===== src/rtl/mips_instr_mem_responder_pkg.sv =====
// Shared types and constants for the MIPS instruction-side responder.
package mips_tb_pkg;

    typedef enum logic [2:0] {
        ST_LOAD,
        ST_BOOT,
        ST_RUN,
        ST_HALT,
        ST_TOUT
    } resp_state_t;

    localparam logic [31:0] RESET_VECTOR_DEFAULT = 32'hBFC00000;
    localparam logic [31:0] MIPS_NOP             = 32'h0;

endpackage


===== src/rtl/mips_prog_buffer.sv =====
// Program word buffer: append-only synchronous write, combinational fetch
// with a range check against the number of words loaded so far.
module mips_prog_buffer
    import mips_tb_pkg::*;
#(
    parameter int          DEPTH        = 64,
    parameter logic [31:0] RESET_VECTOR = RESET_VECTOR_DEFAULT
) (
    input  logic        clk,
    input  logic        reset,
    input  logic        wr_en,
    input  logic [31:0] wr_data,
    input  logic [31:0] rd_addr,
    output logic [31:0] rd_data,
    output logic        rd_hit,
    output logic        not_full
);

    localparam int AW = $clog2(DEPTH);
    localparam int PW = AW + 1;

    logic [31:0]   mem_q [DEPTH];
    logic [PW-1:0] wr_ptr_q, wr_ptr_d;
    logic [31:0]   idx;
    logic          wr_fire;

    assign not_full = (wr_ptr_q < PW'(DEPTH));
    assign wr_fire  = wr_en && not_full;

    always_comb begin
        wr_ptr_d = wr_ptr_q;
        if (wr_fire) begin
            wr_ptr_d = wr_ptr_q + 1'b1;
        end
    end

    always_ff @(posedge clk) begin
        if (reset) begin
            wr_ptr_q <= '0;
        end else begin
            wr_ptr_q <= wr_ptr_d;
        end
    end

    // Array is deliberately not cleared; wr_ptr bounds what fetch can see.
    always_ff @(posedge clk) begin
        if (wr_fire) begin
            mem_q[wr_ptr_q[AW-1:0]] <= wr_data;
        end
    end

    always_comb begin
        idx     = (rd_addr - RESET_VECTOR) >> 2;
        rd_hit  = (rd_addr[1:0] == 2'b00) && (idx < {{(32-PW){1'b0}}, wr_ptr_q});
        rd_data = rd_hit ? mem_q[idx[AW-1:0]] : MIPS_NOP;
    end

endmodule


===== src/rtl/mips_instr_mem_responder.sv =====
// Loads a program, sequences CPU reset/enable, serves instruction fetches and
// reports halt (fetch from 0) or timeout along with the captured $v0.
module mips_instr_mem_responder
    import mips_tb_pkg::*;
#(
    parameter int          DEPTH        = 64,
    parameter int          MAX_CYCLES   = 1024,
    parameter logic [31:0] RESET_VECTOR = RESET_VECTOR_DEFAULT
) (
    input  logic        clk,
    input  logic        reset,
    input  logic        load_valid,
    input  logic [31:0] load_word,
    output logic        load_ready,
    input  logic        start,
    output logic        cpu_reset,
    output logic        cpu_clk_enable,
    input  logic [31:0] instr_address,
    output logic [31:0] instr_readdata,
    input  logic [31:0] register_v0,
    output logic        done,
    output logic        halted,
    output logic        timeout,
    output logic [31:0] result,
    output logic        fetch_fault
);

    localparam int CW = $clog2(MAX_CYCLES) + 1;

    resp_state_t   state_q, state_d;
    logic [CW-1:0] cycle_cnt_q, cycle_cnt_d;
    logic [31:0]   result_q, result_d;
    logic          fault_q, fault_d;
    logic          buf_not_full;
    logic          rd_hit;
    logic          in_load;

    assign in_load    = (state_q == ST_LOAD);
    assign load_ready = in_load && buf_not_full;

    mips_prog_buffer #(
        .DEPTH        (DEPTH),
        .RESET_VECTOR (RESET_VECTOR)
    ) u_buf (
        .clk      (clk),
        .reset    (reset),
        .wr_en    (load_valid && in_load),
        .wr_data  (load_word),
        .rd_addr  (instr_address),
        .rd_data  (instr_readdata),
        .rd_hit   (rd_hit),
        .not_full (buf_not_full)
    );

    always_comb begin
        state_d        = state_q;
        cycle_cnt_d    = cycle_cnt_q;
        result_d       = result_q;
        fault_d        = fault_q;
        cpu_reset      = 1'b0;
        cpu_clk_enable = 1'b0;
        done           = 1'b0;
        halted         = 1'b0;
        timeout        = 1'b0;
        case (state_q)
            ST_LOAD: begin
                cpu_reset = 1'b1;
                if (start) state_d = ST_BOOT;
            end
            // One enabled edge with reset high so the CPU's synchronous reset lands.
            ST_BOOT: begin
                cpu_reset      = 1'b1;
                cpu_clk_enable = 1'b1;
                state_d        = ST_RUN;
            end
            ST_RUN: begin
                cpu_clk_enable = 1'b1;
                cycle_cnt_d    = cycle_cnt_q + 1'b1;
                if (instr_address == 32'h0) begin
                    result_d = register_v0;
                    state_d  = ST_HALT;
                end else if (cycle_cnt_q == CW'(MAX_CYCLES - 1)) begin
                    state_d = ST_TOUT;
                end
                if (instr_address != 32'h0 && !rd_hit) fault_d = 1'b1;
            end
            ST_HALT: begin
                done   = 1'b1;
                halted = 1'b1;
            end
            ST_TOUT: begin
                done    = 1'b1;
                timeout = 1'b1;
            end
            default: state_d = ST_LOAD;
        endcase
    end

    always_ff @(posedge clk) begin
        if (reset) begin
            state_q     <= ST_LOAD;
            cycle_cnt_q <= '0;
            result_q    <= '0;
            fault_q     <= 1'b0;
        end else begin
            state_q     <= state_d;
            cycle_cnt_q <= cycle_cnt_d;
            result_q    <= result_d;
            fault_q     <= fault_d;
        end
    end

    assign result      = result_q;
    assign fetch_fault = fault_q;

endmodule

===== config.mk =====
export PLATFORM = sky130hd
export DESIGN_NAME = mips_instr_mem_responder
export DESIGN_NICKNAME = d
export VERILOG_FILES = /design/src/rtl/mips_instr_mem_responder_pkg.sv /design/src/rtl/mips_prog_buffer.sv /design/src/rtl/mips_instr_mem_responder.sv
export SDC_FILE = /design/constraint.sdc
export NUM_CORES = 2
export LEC_CHECK = 0
export CAP_MARGIN = 20
export CELL_PAD_IN_SITES_DETAIL_PLACEMENT = 1
export CELL_PAD_IN_SITES_GLOBAL_PLACEMENT = 2
export CORE_MARGIN = 2
export CORE_UTILIZATION = 53
export CTS_CLUSTER_SIZE = 28
export DETAILED_ROUTE_END_ITERATION = 10
export GPL_ROUTABILITY_DRIVEN = 1
export PLACE_DENSITY = 0.94
export SYNTH_ARGS = -nofsm -noshare
export SYNTH_HDL_FRONTEND = slang
export SYNTH_SLANG_ARGS = --single-unit

===== constraint.sdc =====
create_clock -name clk -period 8.3 [get_ports clk]
set_input_delay 0.83 -clock clk [delete_from_list [all_inputs] [get_ports clk]]
set_output_delay 0.83 -clock clk [all_outputs]
set_load 0.01 [all_outputs]

# Yosys cells after proc, flatten, opt, wreduce, memory -nomap -nowiden
# Memories as Yosys holds them, arrays and structs flattened.
# Index checks and enable logic that the tools add are counted.
op_classes:
  div_mod_pow: 0
  n_eq_ne: 7
  shift: 0
  magnitude_cmp: 2
  mul: 0
  n_addsub: 3
  bitwise_logic: 1
  n_reduce_logical: 16
  n_mux: 12
op_table:
  columns: ["operator", "count"]
  rows:
  - ["logical NOT 32 bit", 1]
  - ["2-to-1 mux 32 bit", 1]
  - ["nonzero test 32 bit", 1]
  - ["subtractor 32 bit (second input constant)", 1]
  - ["less-than comparator 30 x 7 -> 1 bit", 1]
  - ["case mux 3 bit (4 select lines)", 1]
  - ["adder 11 x 1 -> 11 bit (second input constant)", 1]
  - ["equality test 11 x 10 -> 1 bit (second input constant)", 1]
  - ["2-to-1 mux 3 bit", 3]
  - ["adder 7 x 1 -> 7 bit (second input constant)", 1]
  - ["less-than comparator 7 bit (second input constant)", 1]
  - ["2-to-1 mux 1 bit", 7]
  - ["equality test 3 x 2 -> 1 bit (second input constant)", 2]
  - ["OR reduction 2 bit", 3]
  - ["logical AND 1 bit", 5]
  - ["AND reduction 2 bit", 2]
  - ["equality test 3 x 1 -> 1 bit (second input constant)", 1]
  - ["equality test 3 bit (second input constant)", 1]
  - ["logical NOT 3 bit", 1]
  - ["!= test 3 bit (second input constant)", 1]
  - ["AND reduction 3 bit", 1]
  - ["logical NOT 2 bit", 1]
  - ["!= test 2 bit (second input constant)", 1]
  - ["logical NOT 1 bit", 1]
  - ["inverter 1 bit", 1]
totals:
  latch_bits: 0
  regBits: 54
  ram_bits: 2048
  out_inout_bits: 71
  n_memories: 1
  rom_bits: 0
memory_table:
  columns: ["name", "depth", "width", "rd", "rd_ports_with_merged_regs", "write_ports", "line_no", "source"]
  rows:
  - ["u_buf.mem_q", 64, 32, 1, 0, 1, "mips_prog_buffer.sv:22", "logic [31:0] mem_q [DEPTH];"]

# Longest topological paths before layout
depth:
  word_depth: 6
  mapped_depth: 10
  mapped_depth_nobuf: 7

# Cells and area by module
# From an unflattened synthesis, not the netlist that was laid out.
unflattened:
  hier_cells: 3689
  area_unflattened_um2: 81406.8
modules_own_cells:
  columns: ["module", "instances", "area_per_inst_um2", "cells_each"]
  rows:
  - ["mips_prog_buffer", 1, 79301.1, 3448]
  - ["mips_instr_mem_responder", 1, 2105.8, 241]

# Worst setup path after synthesis
# Ideal clock, no wire load.
synth_path:
  kind: "register to register"
  start: "register state_q[2]"
  end: "memory u_buf.mem_q[62][0], enable pin"
  period_less_slack_ps: 3624
  path_stages_with_launch: 8
  t_arrival_ps: 3203
  path_slack_ps: 4676
  setup_ps: 421
  path_cell_list: "dfxtp_1 -> clkbuf_1 -> nor4_1 -> and2_1 -> buf_2 -> nor2b_1 -> nand3_1 -> nor2_1"
synth_between:
  elab_chain_len: 5
synth_rtl:
  columns: ["element", "line_no", "source"]
  rows:
  - ["start: declaration", "mips_instr_mem_responder.sv:30", "resp_state_t state_q, state_d;"]
  - ["start signal: assignment", "mips_instr_mem_responder.sv:106", "state_q <= state_d;"]
  - ["logical NOT 3 bit", "mips_instr_mem_responder.sv:38", "assign in_load = (state_q == ST_LOAD);"]
  - ["logical AND 1 bit", "mips_instr_mem_responder.sv:47", ".wr_en (load_valid && in_load),"]
  - ["logical AND 1 bit", "mips_prog_buffer.sv:28", "assign wr_fire = wr_en && not_full;"]
  - ["2-to-1 mux 1 bit", "mips_prog_buffer.sv:47", "if (wr_fire) begin"]
  - ["2-to-1 mux 1 bit (implied by the code)", "mips_prog_buffer.sv:48", "mem_q[wr_ptr_q[AW-1:0]] <= wr_data;"]
  - ["end: declaration", "mips_prog_buffer.sv:22", null]
# No other way between the ends.

# Worst setup path after layout
layout_path:
  start: "register u_buf.wr_ptr_q[6]"
  end: "output instr_readdata[12]"
layout_between:
  elab_chain_len: 3
layout_rtl:
  columns: ["element", "line_no", "source"]
  rows:
  - ["start: declaration", "mips_prog_buffer.sv:23", "logic [PW-1:0] wr_ptr_q, wr_ptr_d;"]
  - ["start signal: assignment", "mips_prog_buffer.sv:41", "wr_ptr_q <= wr_ptr_d;"]
  - ["less-than comparator 30 x 7 -> 1 bit", "mips_prog_buffer.sv:54", "rd_hit = (rd_addr[1:0] == 2'b00) && (idx < {{(32-PW){1'b0}}, wr_ptr_q});"]
  - ["logical AND 1 bit", "mips_prog_buffer.sv:54", null]
  - ["2-to-1 mux 32 bit", "mips_prog_buffer.sv:55", "rd_data = rd_hit ? mem_q[idx[AW-1:0]] : MIPS_NOP;"]
  - ["end: declaration", "mips_instr_mem_responder.sv:19", "output logic [31:0] instr_readdata,"]
# No other way between the ends.

==> results_dict.tcl <==
set metrics [dict create \
    period_minus_slack_ns 5.96 \
    yosys_warnings 0 \
    min_to "result[28]$_SDFFE_PP0P_" \
    via_count 43800 \
    fillCellCount 12500 \
    power_frac_clock_pct 42.4 \
    finalSetupTns_ns 0 \
    rows 143 \
    vdd_drop_max_uv 181 \
    hp-class "input pin to register" \
    critPathBufInv 3 \
    first_pass_iters 8 \
    drc 0 \
    cts_made_buffers 203 \
    r2r_slack_ns 4.24 \
    slowest_delay_ns 0.85 \
    grt_usage_pct 31.7 \
    leakage_uw 0.0291 \
    worstHoldPathCells 2 \
    grt.overflow.total 0 \
    fin_crit_sh_pct 71.8 \
    htreeDepth 4 \
    r2r_cells 5 \
    p_switching_uw 4870 \
    min_from "reset" \
    power_frac_seq_pct 52.7 \
    ys_types 65 \
    worstSetupPathType "register to output pin" \
    syn_nets 3854 \
    final_nets 4172 \
    routed_via_density 6.98 \
    synth_edf_count 2048 \
    synth.ff_latch_count 2102 \
    drv_slew 0 \
    place_area_sq_um 85100 \
    final_common_cell "edfxtp_1" \
    postSynth.asyncResetShare_pct 0 \
    worstPathRequired_ns 7.47 \
    cp-start-kind "register" \
    reg2reg_from "state_q[2]$_SDFFE_PP0P_" \
    multi_input_area_sq_um 17300 \
    post_cts_resized 0 \
    layout-drive-gt1-share_pct 23.4 \
    syn2layout_area_growth_pct 14.1 \
    fp.dieArea_sq_um 155000 \
    ys.flop_type "edfxtp_1" \
    drtIter0Drc 7279 \
    clk_latency_ns 0.85 \
    worstPathMaxFanout 10 \
    crit_chain "inv_1 -> ha_1 -> nor2b_1 -> a2111o_1 -> a311o_2 -> buf_4 -> a211oi_1 -> o311a_1 -> clkdlybuf4s50_1" \
    cts_root_buf "clkbuf_16" \
    postCtsHoldBufs 0 \
    status "finished clean" \
    netlist_instances 3746 \
    regArea_sq_um 62600 \
    worst_clock_skew_ns 0.0398 \
    path_delay_family "compound AO/OA/AOI/OAI gates" \
    io_buffers 170 \
    netlist_area_sq_um 80600 \
    num_io_pins 171 \
    rsz0062_at_grt "false" \
    switching_share_pct 22.0 \
    setup_viol 0 \
    finalHoldViolCount 0 \
    syn_avg_cell_area_sq_um 21.5 \
    fin_area_sq_um 92000 \
    power_frac_comb_pct 4.9 \
    ant_nets 0 \
    tightest_slew_ns 1.19 \
    wl_um 249000 \
    p_per_area_nw_per_um2 241 \
    grt_pass1_vias 45700 \
    gp_congestion 0.806 \
    slew_headroom_pct 20.1 \
    clkSinkCount 2102 \
    cp.arrival_ns 5.13 \
    cpMaxStageDelayCell "a211oi_1" \
    fp.dieH_um 394 \
    final_cell_mix "edfxtp_1 (2048), mux4_2 (426), mux2i_1 (242)" \
    grt_max_degree 146 \
    dp_hpwl_um 130000 \
    drt-wirelength-per-cell_um 39.7 \
    core_sq_um 152000 \
    clk_path_buf_depth 3 \
    cts.reportedPaths.clkPinSlew_ns 0.06 \
    synth_seq_area_share_pct 77.6 \
    cts_tree "yes" \
    max_freq_mhz 168 \
    cp-end-kind "output pin" \
    internal_power_uw 17300 \
    grt_antenna_before_repair 22 \
    die_x_um 394 \
    cts_setup_buffers 0 \
    maxCapViolations 0 \
    grt_pass1_wl_um 346000 \
    r2r_end "u_buf.mem_q[29][26]$_DFFE_PP_" \
    initial_utilization_pct 53.2 \
]
-- synth_stat cells, types with 22 or more instances --
cell type | count | area share, %
buf_2 | 63 | 0.39
nor2_1 | 135 | 0.63
buf_4 | 41 | 0.38
a22oi_1 | 91 | 0.85
nand2_1 | 58 | 0.27
a221oi_1 | 22 | 0.24
o21ai_0 | 42 | 0.26
edfxtp_1 | 2048 | 76
o221ai_1 | 59 | 0.64
buf_6 | 24 | 0.34
nand3_1 | 35 | 0.22
clkbuf_1 | 70 | 0.33
mux2i_1 | 242 | 3.0
dfxtp_1 | 54 | 1.3
mux4_2 | 426 | 12
a21oi_1 | 75 | 0.47
-- power by group through the flow --
stage          sequential (uW)  combinational, uW  clock, uW
3_3_place_gp             11900                962          0
4_1_cts                  11700               1040       9380
5_1_grt                  11700               1110       9740
6_report                 11700               1080       9390
3_5_place_dp             11900               1010          0
2_1_floorplan            11900                544          0
-- layer usage --
metal / routed length, um / global-route usage, % / vias up
li1: - / - / 16400
met1: 84300 / 40.1 / 22700
met2: 121000 / 50.6 / 3895
met3: 28900 / 7.69 / 757
met4: 14000 / 17.9 / 4
met5: 25 / 0 / -
-- worst max path at each step --
stage	from	to	slack, ns	cells past startpoint
detailed placement	instr_address[2]	instr_readdata[26]	2.57	8
global route	instr_address[2]	instr_readdata[11]	2.15	8
global placement	instr_address[2]	instr_readdata[17]	2.64	8
floorplan	state_q[2]$_SDFFE_PP0P_	u_buf.mem_q[62][0]$_DFFE_PP_	4.68	7
CTS	u_buf.wr_ptr_q[6]$_SDFFE_PP0P_	instr_readdata[12]	2.46	9
finish	u_buf.wr_ptr_q[6]$_SDFFE_PP0P_	instr_readdata[12]	2.34	9
-- cell families after synthesis --
| family | after synthesis | synth area share [%] |
|---|---|---|
| DFF | 2102 | 77.6 |
| muxes | 675 | 15.0 |
| AOI/OAI and AO/OA | 405 | 3.61 |
| and+or+nand+nor | 322 | 1.90 |
| buffers and inverters | 220 | 1.62 |
| xor gates and xnor gates | 14 | 0.152 |
| adders and majority gates | 8 | 0.124 |
-- layout make-up --
cell class / count / share of cell area (%)
flip-flops and latches: 2102 / 68.0
multi-input cells: 1424 / 18.8
clock buffers: 250 / 5.84
repair buffers: 322 / 3.23
well taps: 2030 / 2.76
clock inverters: 120 / 1.33
inverters: 11 / 0.0449
diodes: 9 / 0.0245
-- flip-flops by register name, summed over array words and instances, names as in the netlist --
| register | count |
|---|---|
| state_q | 3 |
| u_buf.mem_q | 2048 |
| u_buf.wr_ptr_q | 7 |
| result | 32 |
| fetch_fault | 1 |
| cycle_cnt_q | 11 |
-- metrics by stage --
step	hold WS (ns)	setup slack, ns	util [%]	power (uW)	cells
after floorplan	0.467	4.68	-	12500	3746
after global placement	0.453	2.64	56.1	12900	5871
after detailed placement	0.485	2.57	56.1	12900	5871
after CTS	0.501	2.46	60.5	22100	6241
after global routing	0.335	2.15	60.7	22500	6264
final	0.339	2.34	60.7	22200	6268
No activity file was read; power rests on OpenSTA's default activity.
